### config.mk
export PLATFORM = sky130hd
export DESIGN_NAME = wb_regfile
export DESIGN_NICKNAME = d
export VERILOG_FILES = /design/src/rtl/wb_regfile.sv
export SDC_FILE = /design/constraint.sdc
export NUM_CORES = 1
export LEC_CHECK = 0
export CORE_ASPECT_RATIO = 1.4
export CORE_MARGIN = 5
export CORE_UTILIZATION = 45
export DETAILED_ROUTE_END_ITERATION = 10
export PLACE_DENSITY = 0.65
export SLEW_MARGIN = 10
export SYNTH_ARGS = -nofsm -noshare
export SYNTH_HDL_FRONTEND = slang
export SYNTH_SLANG_ARGS = --single-unit
export TNS_END_PERCENT = 50
### constraint.sdc
create_clock -name clk -period 3.85 [get_ports clk]
set_input_delay 0.385 -clock clk [delete_from_list [all_inputs] [get_ports clk]]
set_output_delay 0.385 -clock clk [all_outputs]
set_load 0.02 [all_outputs]
### src/rtl/wb_regfile.sv
// Write-back stage and architectural register file: commits the MEM/WB bundle on the rising edge
// and serves combinational read ports with optional same-cycle write bypass.
module wb_regfile #(
    parameter int                DATA_W    = 16,
    parameter int                ADDR_W    = 4,
    parameter int                NREGS     = 16,
    parameter logic [DATA_W-1:0] RESET_VAL = '0,
    parameter bit                BYPASS    = 1'b1
) (
    input  logic              clk,
    input  logic              reset,
    input  logic              memToReg,
    input  logic [1:0]        regWrite,
    input  logic [ADDR_W-1:0] wbAddr,
    input  logic [DATA_W-1:0] memReadout,
    input  logic [DATA_W-1:0] aluResult,
    input  logic [DATA_W-1:0] r0Result,
    input  logic [ADDR_W-1:0] rdAddrA,
    input  logic [ADDR_W-1:0] rdAddrB,
    output logic [DATA_W-1:0] rdDataA,
    output logic [DATA_W-1:0] rdDataB,
    output logic [DATA_W-1:0] r0Data,
    output logic [DATA_W-1:0] wbData,
    output logic              wbValid,
    output logic [15:0]       wbCount
);

    localparam logic [1:0] WR_NONE = 2'b00;
    localparam logic [1:0] WR_RD   = 2'b01;
    localparam logic [1:0] WR_DUAL = 2'b10;
    localparam logic [1:0] WR_R0   = 2'b11;

    logic [DATA_W-1:0] regs_q [NREGS];
    logic [DATA_W-1:0] regs_d [NREGS];
    logic              wb_valid_q, wb_valid_d;
    logic [15:0]       wb_count_q, wb_count_d;
    logic              wr_rd, wr_r0, commit;

    assign wbData = memToReg ? memReadout : aluResult;

    always_comb begin
        wr_rd  = (regWrite == WR_RD) || (regWrite == WR_DUAL);
        wr_r0  = (regWrite == WR_DUAL) || (regWrite == WR_R0);
        commit = (regWrite != WR_NONE);
    end

    // The R0 write is applied last so it wins when a dual write also targets R0.
    always_comb begin
        regs_d = regs_q;
        if (wr_rd) begin
            regs_d[wbAddr] = wbData;
        end
        if (wr_r0) begin
            regs_d[0] = r0Result;
        end
    end

    always_comb begin
        wb_valid_d = commit;
        wb_count_d = wb_count_q + {15'd0, commit};
    end

    always_ff @(posedge clk) begin
        if (!reset) begin
            for (int i = 0; i < NREGS; i++) begin
                regs_q[i] <= RESET_VAL;
            end
            wb_valid_q <= 1'b0;
            wb_count_q <= 16'd0;
        end else begin
            regs_q     <= regs_d;
            wb_valid_q <= wb_valid_d;
            wb_count_q <= wb_count_d;
        end
    end

    // Bypass is suppressed during reset so reads reflect what is actually stored.
    function automatic logic [DATA_W-1:0] read_port(input logic [ADDR_W-1:0] addr);
        logic [DATA_W-1:0] value;
        value = regs_q[addr];
        if (BYPASS && reset) begin
            if (wr_r0 && (addr == '0)) begin
                value = r0Result;
            end else if (wr_rd && (addr == wbAddr)) begin
                value = wbData;
            end
        end
        return value;
    endfunction

    always_comb begin
        rdDataA = read_port(rdAddrA);
        rdDataB = read_port(rdAddrB);
        r0Data  = read_port('0);
    end

    assign wbValid = wb_valid_q;
    assign wbCount = wb_count_q;

endmodule

==> summary.md, run 1 <==
| Metric | Value |
|---|---|
| Final non-filler cell total | `between 2,000 and 2,500` |
| Setup slack at placement | `between 0.15 and 0.2 ns` |
| Final hold vios | `0` |
| ANT cells | `0` |
| # nets final | `1,746` |
| Routability cong. | `0.918` |
| Synthesized Nets | `approximately 1,700` |
| Register bit count reported by yosys | `273` |
| Post-CTS resize count | `0` |
| Remaining number of nets flagged by the antenna check after routing | `0` |
| 1st-iter DRT viols | `1,235` |
| TNS Setup | `0 ns` |
| Die height | `230 um` |
| Max transition margin | `0.294` |
| Avg Cell Area, Syn | `approximately 9.8 um^2` |
| Share of flip-flops with an asynchronous set or reset after synthesis | `0` |
| Die area | `38,600 um^2` |
| Top cell type's share of synthesized area | `0.350` |
| Fraction of power consumed by sequential logic | `0.428` |
| Initial standard-cell utilization of the core | `0.456` |
| All-Layer GR Usage | `0.262` |
| Seq/Total Area, Yosys | `0.350` |
| Clock Sinks | `~270` |
| Share of cells above drive strength 1 | `0.178` |
| Max Clock Skew | `between 0.003 and 0.004 ns` |
| Wire length per cell after detailed routing | `24.6 um` |
| Most used DFF post-synth | `sky130_fd_sc_hd__dfxtp_1` |
| Clock-pin slew on the worst setup and hold paths | `roughly 0.07 ns` |
| Number of warning messages in the yosys log | `0` |
| Classification of the worst setup path | `in2out` |
| Via total after detailed routing | `13,500` |
| EDFF count, synth | `0` |
| Rows | `80` |
| Path type of the worst min-delay path | `in2reg` |
| Clock latency of the later-clocked register in the worst-skew pair | `0.55 ns` |
| Synth top cells by count | `sky130_fd_sc_hd__nand2_1 (316), sky130_fd_sc_hd__dfxtp_1 (273), sky130_fd_sc_hd__o211a_1 (240), sky130_fd_sc_hd__clkbuf_1 (123), sky130_fd_sc_hd__mux4_2 (112)` |
| Worst EP required | `between 3 and 4 ns` |
| Longest individual stage delay on the worst path | `between 0.5 and 0.6 ns` |
| Cell Count Post-Placement | `approximately 2,100` |
| Crit-path cells | `clkdlybuf4s50_1 > inv_1 > ha_1 > or3b_4 > or3_1 > buf_12 > nand2_1 > nand2_1 > buf_4 > a22o_1 > clkdlybuf4s50_1` |
| Number of antenna violations at the first check in global routing | `2` |
| Startpoint type of the worst setup path | `input pin` |
| Number of hold buffers added after CTS | `0` |
| Pins Over Slew Limit | `0` |
| Clock tree root driver cell | `sky130_fd_sc_hd__clkbuf_16` |
| Clock tree from TritonCTS | `done` |
| Postcts setup bufs | `0` |
| Post-route minimum period | `about 3.7 ns` |
| Worst path buffer plus inverter count | `5` |
| Worst-Margin Slew | `around 1.0 ns` |
| Worst Path Arrival | `3.34 ns` |
| Final period util | `0.967` |
| Final setup margin | `roughly 0.13 ns` |
| Switching part of the total | `0.272` |
| Outcome | `finished, final reports clean` |
| Synth Instances | `1,585` |
| Sum of overflow across all layers after global routing | `0` |
| CTS H-tree lvls | `1` |
| Final Routed Wirelength | `between 50,000 and 60,000 um` |
| Pwr/cell area | `around 370 nW/um^2` |
| Net switching power | `~1900 uW` |
| Half-perimeter wire length after placement | `roughly 38,000 um` |
| RSZ-0062 raised after global routing | `false` |
| Crit path max fanout | `17` |
| Max Fclk | `269 MHz` |
| Critical Path Slowest Stage Cell | `sky130_fd_sc_hd__clkdlybuf4s50_1` |
| Cell Int Power | `a little over 5000 uW` |
| Final setup vio count | `0` |
| Count of buffers from port buffering | `between 100 and 150` |
| Most area-hungry cell type in the Yosys netlist | `sky130_fd_sc_hd__dfxtp_1` |
| Worst Setup End Kind | `output pin` |
| Detailed-router iteration count before antenna repair | `5` |
| Max capacitance violation total | `0` |
| Combined area of all synthesized cells | `15,600 um^2` |
| Leading cell types by total area after synthesis | `sky130_fd_sc_hd__dfxtp_1 (35%), sky130_fd_sc_hd__mux4_2 (16%), sky130_fd_sc_hd__o211a_1 (15%), sky130_fd_sc_hd__nand2_1 (7.6%), sky130_fd_sc_hd__mux2i_1 (4.2%)` |
| Core area | `34,200 um^2` |
| Combinational group share of total power | `0.170` |
| Cell family with most CP delay | `buffers and inverters` |
| Leakage power | `around 0.0095 uW` |
| Remaining routing DRC violations | `0` |
| Clock Power Share | `0.402` |
| Most frequent cell after synthesis | `sky130_fd_sc_hd__nand2_1` |
| Maximum number of pins on one net before global-route repair | `around 120` |
| Cell variety after synth | `47` |
| Vias in the first global route | `between 10,000 and 15,000` |
| First-pass GRT wire length | `between 70,000 and 80,000 um` |
| Syn-to-layout area delta | `19.5%` |
| Number of buffers created by CTS | `27` |
| CTS Buffer Depth | `3` |
| Ratio of routed vias to standard cells | `between 6 and 7` |
| VDD IR max | `327 uV` |
| I/O pins | `between 100 and 150` |
| Chip Width | `167 um` |
[cell type report]
cell class                      instances  area (um^2)
Multi-Input combinational cell       1115         9410
Timing Repair Buffer                  237         2210
Clock inverter                          4         95.1
Clock buffer                           43          816
Sequential cell                       273         5470
Tap cell                              451          564
Fill cell                            3089        15600
Inverter                               21         78.8
[logic make-up after synthesis]
| logic type | after synthesis | synth area share |
|---|---|---|
| and+or+nand+nor | 464 | 0.126 |
| adders and majority gates | 6 | 0.00481 |
| DFF | 273 | 0.350 |
| muxes | 182 | 0.207 |
| buffers and inverters | 197 | 0.0537 |
| AOI/OAI and AO/OA | 444 | 0.248 |
| xor gates and xnor gates | 19 | 0.0107 |
[per-stage QoR]
stage	total power (uW)	cell area [um^2]	util	hold slack, ns
after floorplan	3690	15600	-	0.483
after global placement	4190	17700	0.518	0.491
after detailed placement	4200	17700	0.518	0.503
after CTS	6970	18600	0.545	0.330
after global routing	7160	18600	0.545	0.371
final	6930	18600	0.545	0.352
[placed cells by master, fill, tap and decap left out, drive strengths merged, types with 6 or more instances in the layout]
master         netlist  final
o22ai               56     56
a22o                44     44
nor2b               20     20
mux4               112    112
clkdlybuf4s50        0    138
dfxtp              273    273
xnor2               15     15
mux2i               66     66
nand2b               6      6
nand3                7      7
nand2              316    316
nor3                 7      7
nor2                67     67
o21ai               35     35
buf                 52     99
a211oi               7      7
and2                13     13
clkbuf             124     43
nand4                6      6
o31ai               44     44
or3                  6      6
inv                 21     21
ha                   6      6
o32ai                6      6
o211a              240    240
[power by group through the flow]
stage / clock network [uW] / logic [uW] / registers (uW)
floorplan: 0 / 682 / 3000
global placement: 0 / 1160 / 3020
detailed placement: 0 / 1170 / 3030
CTS: 2830 / 1180 / 2960
global route: 2950 / 1240 / 2970
finish: 2780 / 1180 / 2970
[metal layers]
layer | track usage | up-vias | wire, um
met3 | 0.0484 | 114 | 3640
met5 | 0 | - | 27
met1 | 0.328 | 6764 | 21100
met4 | 0.123 | 4 | 2680
li1 | - | 6127 | -
met2 | 0.440 | 531 | 25300
[path summary, 6_finish.rpt]
path	from	end	slack [ns]	depth (start not counted)
worst max-delay path	regWrite[1]	r0Data[7]	0.13	11
worst min-delay path	reset	regs_q[190]$_SDFFE_PN0P_	0.35	2
worst max register to register	wbCount[3]$_SDFF_PN0_	wbCount[15]$_SDFF_PN0_	1.98	5
worst min register to register	regs_q[24]$_SDFFE_PN0P_	regs_q[24]$_SDFFE_PN0P_	0.51	1
[flip-flops by register name, indices dropped and copies added (netlist names)]
register and count:
wbCount 16, wbValid 1, regs_q 256
Power figures use the tool's default switching activity.
==> inputs of run 2 (changes only) <==
--- a/config.mk
+++ b/config.mk
@@ -9,6 +9,7 @@
 export CORE_MARGIN = 5
 export CORE_UTILIZATION = 45
 export DETAILED_ROUTE_END_ITERATION = 10
+export GPL_TIMING_DRIVEN = 0
 export PLACE_DENSITY = 0.65
 export SLEW_MARGIN = 10
 export SYNTH_ARGS = -nofsm -noshare
==> summary.md, run 2 (synthesis results as in run 1) <==
| Metric | Value |
|---|---|
| Outcome | `complete, but fails checks (was finished, final reports clean)` |
| Failing checks | `negative setup slack` |
| Longest individual stage delay on the worst path | `0.56 ns (was 0.54 ns)` |
| Ratio of routed vias to standard cells | `6.72 (was 6.32)` |
| Number of hold buffers added after CTS | `0 (unchanged)` |
| Final setup margin | `-0.0289 ns (was 0.128 ns)` |
| Final setup vio count | `2 (was 0)` |
| Clock Sinks | `273 (unchanged)` |
| Maximum number of pins on one net before global-route repair | `16 (was 119)` |
| Vias in the first global route | `14,500 (was 13,000)` |
| Hold Crit Start | `wbAddr[1] (was reset)` |
| Post-CTS resize count | `36 (was 0)` |
| Leakage power | `0.00968 uW (was 0.00949 uW)` |
| Pwr/cell area | `392 nW/um^2 (was 372 nW/um^2)` |
| Crit-path cells | `clkdlybuf4s50_1 > buf_2 > buf_2 > mux4_2 > o22ai_1 > nor2_1 > a22o_1 > clkdlybuf4s50_1 (was clkdlybuf4s50_1 > inv_1 > ha_1 > or3b_4 > or3_1 > buf_12 > nand2_1 > nand2_1 > buf_4 > a22o_1 > clkdlybuf4s50_1)` |
| Setup slack at placement | `-0.545 ns (was 0.156 ns)` |
| Max Clock Skew | `0.00776 ns (was 0.00338 ns)` |
| Area of all sequential standard cells | `5470 um^2 (unchanged)` |
| Crit path max fanout | `10 (was 17)` |
| Count of buffers from port buffering | `135 (was 145)` |
| Sum of overflow across all layers after global routing | `0 (unchanged)` |
| CTS H-tree lvls | `1 (unchanged)` |
| Max capacitance violation total | `0 (unchanged)` |
| Number of buffers created by CTS | `29 (was 27)` |
| VDD IR max | `336 uV (was 327 uV)` |
| Via total after detailed routing | `15,000 (was 13,500)` |
| Register ranked first by flip-flop count | `regs_q (unchanged)` |
| Critical Path Slowest Stage Cell | `sky130_fd_sc_hd__clkdlybuf4s50_1 (unchanged)` |
| Worst Setup End Kind | `output pin (unchanged)` |
| # nets final | `1,833 (was 1,746)` |
| Top library cells by usage in the layout, fill and taps aside | `sky130_fd_sc_hd__nand2_1 (315), sky130_fd_sc_hd__dfxtp_1 (273), sky130_fd_sc_hd__o211a_1 (240), sky130_fd_sc_hd__clkdlybuf4s50_1 (119), sky130_fd_sc_hd__clkbuf_1 (118) (was sky130_fd_sc_hd__nand2_1 (316), sky130_fd_sc_hd__dfxtp_1 (273), sky130_fd_sc_hd__o211a_1 (240), sky130_fd_sc_hd__clkdlybuf4s50_1 (138), sky130_fd_sc_hd__mux4_2 (112))` |
| Launching instance or port of the critical path | `rdAddrA[1] (was regWrite[1])` |
| Worst Path Arrival | `3.49 ns (was 3.34 ns)` |
| Max Fclk | `258 MHz (was 269 MHz)` |
| Detailed-router iteration count before antenna repair | `10 (was 5)` |
| Share of cells above drive strength 1 | `0.160 (was 0.178)` |
| Number of antenna violations at the first check in global routing | `2 (unchanged)` |
| Classification of the worst setup path | `in2out (unchanged)` |
| Die height | `230 um (unchanged)` |
| Postcts setup bufs | `0 (unchanged)` |
| RSZ-0062 raised after global routing | `true (was false)` |
| Multi-input gate area in the final layout | `9550 um^2 (was 9410 um^2)` |
| Rows | `80 (unchanged)` |
| Wire length per cell after detailed routing | `32.3 um (was 24.6 um)` |
| Most common cell after layout, fill and taps aside | `sky130_fd_sc_hd__nand2_1 (unchanged)` |
| Launching point of the worst reg2reg path | `wbCount[0]$_SDFF_PN0_ (was wbCount[3]$_SDFF_PN0_)` |
| Initial standard-cell utilization of the core | `0.456 (unchanged)` |
| Final period util | `1.01 (was 0.967)` |
| Clock tree root driver cell | `sky130_fd_sc_hd__clkbuf_16 (unchanged)` |
| Half-perimeter wire length after placement | `55,000 um (was 37,600 um)` |
| Worst-Margin Slew | `1.07 ns (was 1.04 ns)` |
| Post-route minimum period | `3.88 ns (was 3.72 ns)` |
| Die area | `38,600 um^2 (unchanged)` |
| Startpoint type of the worst setup path | `input pin (unchanged)` |
| Pins Over Slew Limit | `0 (unchanged)` |
| Remaining routing DRC violations | `0 (unchanged)` |
| First-pass GRT wire length | `101,000 um (was 79,700 um)` |
| TNS Setup | `-0.0363 ns (was 0 ns)` |
| 1st-iter DRT viols | `1,917 (was 1,235)` |
| Max reg flops | `256 (unchanged)` |
| All-Layer GR Usage | `0.359 (was 0.262)` |
| Clock tree from TritonCTS | `done (unchanged)` |
| Routability cong. | `1.14 (was 0.918)` |
| Final Routed Wirelength | `72,300 um (was 52,700 um)` |
| Path type of the worst min-delay path | `in2reg (unchanged)` |
| Syn-to-layout area delta | `21.8% (was 19.5%)` |
| Remaining number of nets flagged by the antenna check after routing | `0 (unchanged)` |
| CTS Buffer Depth | `3 (unchanged)` |
| I/O pins | `146 (unchanged)` |
| Core area | `34,200 um^2 (unchanged)` |
| Clock-pin slew on the worst setup and hold paths | `0.06 ns (was 0.07 ns)` |
| Max transition margin | `0.288 (was 0.294)` |
| Count of filler cells inserted in the layout | `3,128 (was 3,089)` |
| Chip Width | `167 um (unchanged)` |
| Final hold vios | `0 (unchanged)` |
| Clock latency of the later-clocked register in the worst-skew pair | `0.57 ns (was 0.55 ns)` |
| Worst EP required | `3.46 ns (about the same)` |
run 2: cell count changes in the layout (fill, tap and decap cells not counted), sizes merged, moves of 3 or more:
cell / change
buf: -39
bufinv: +3
clkbuf: +117
clkdlybuf4s50: -19
clkinv: +5
clkinvlp: +4
dlygate4sd2: +8
dlymetal6s2s: +8
run 2: cell type report:
type / count / area share
antenna: 1 / 0.000132
inverter: 21 / 0.00415
multi-input combinational: 1115 / 0.502
timing repair buffer: 146 / 0.0791
clock inverter: 16 / 0.0130
sequential: 273 / 0.288
buffer: 176 / 0.0425
tap: 451 / 0.0297
clock buffer: 35 / 0.0415
run 2: path summary, 6_finish.rpt:
check	endpoint	slack, ns	cells after the start
hold reg to reg	regs_q[87]$_SDFFE_PN0P_	0.52	1
setup / recovery	rdDataA[2]	-0.03	8
setup reg to reg	wbCount[14]$_SDFF_PN0_	2.01	7
hold / removal	regs_q[111]$_SDFFE_PN0P_	0.45	5
run 2: critical path, delay by kind of cell:
| family | cells | cell delay, ns |
|---|---|---|
| buffers and inverters | 4 | 1.77 |
| AO/OA/AOI/OAI | 2 | 0.77 |
| multiplexers | 1 | 0.36 |
| AND/OR/NAND/NOR | 1 | 0.20 |
run 2: where the power goes:
group	leakage, uW	internal [uW]	switching (uW)
logic	0.00697	507	837
clock network	0.000498	1860	1280
registers	0.00221	2900	78.6
total	0.00968	5260	2200
run 2: metrics by stage:
stage | area [um^2] | hold WS [ns] | power, uW | std cells | utilization
after floorplan | 15600 | 0.483 | 3690 | 1585 | -
after detailed placement | 17800 | 0.505 | 4320 | 2182 | 0.519
final | 19000 | 0.451 | 7460 | 2234 | 0.555
after global routing | 19000 | 0.454 | 7600 | 2233 | 0.555
after global placement | 17500 | 0.491 | 4280 | 2171 | 0.512
after CTS | 18900 | 0.422 | 7410 | 2233 | 0.552
run 2: routing by layer:
layer	wire length, um	track usage	vias up
li1	-	-	6296
met1	26700	0.432	7458
met2	31900	0.562	1014
met3	6570	0.0673	253
met4	7160	0.287	0
met5	0	0	-
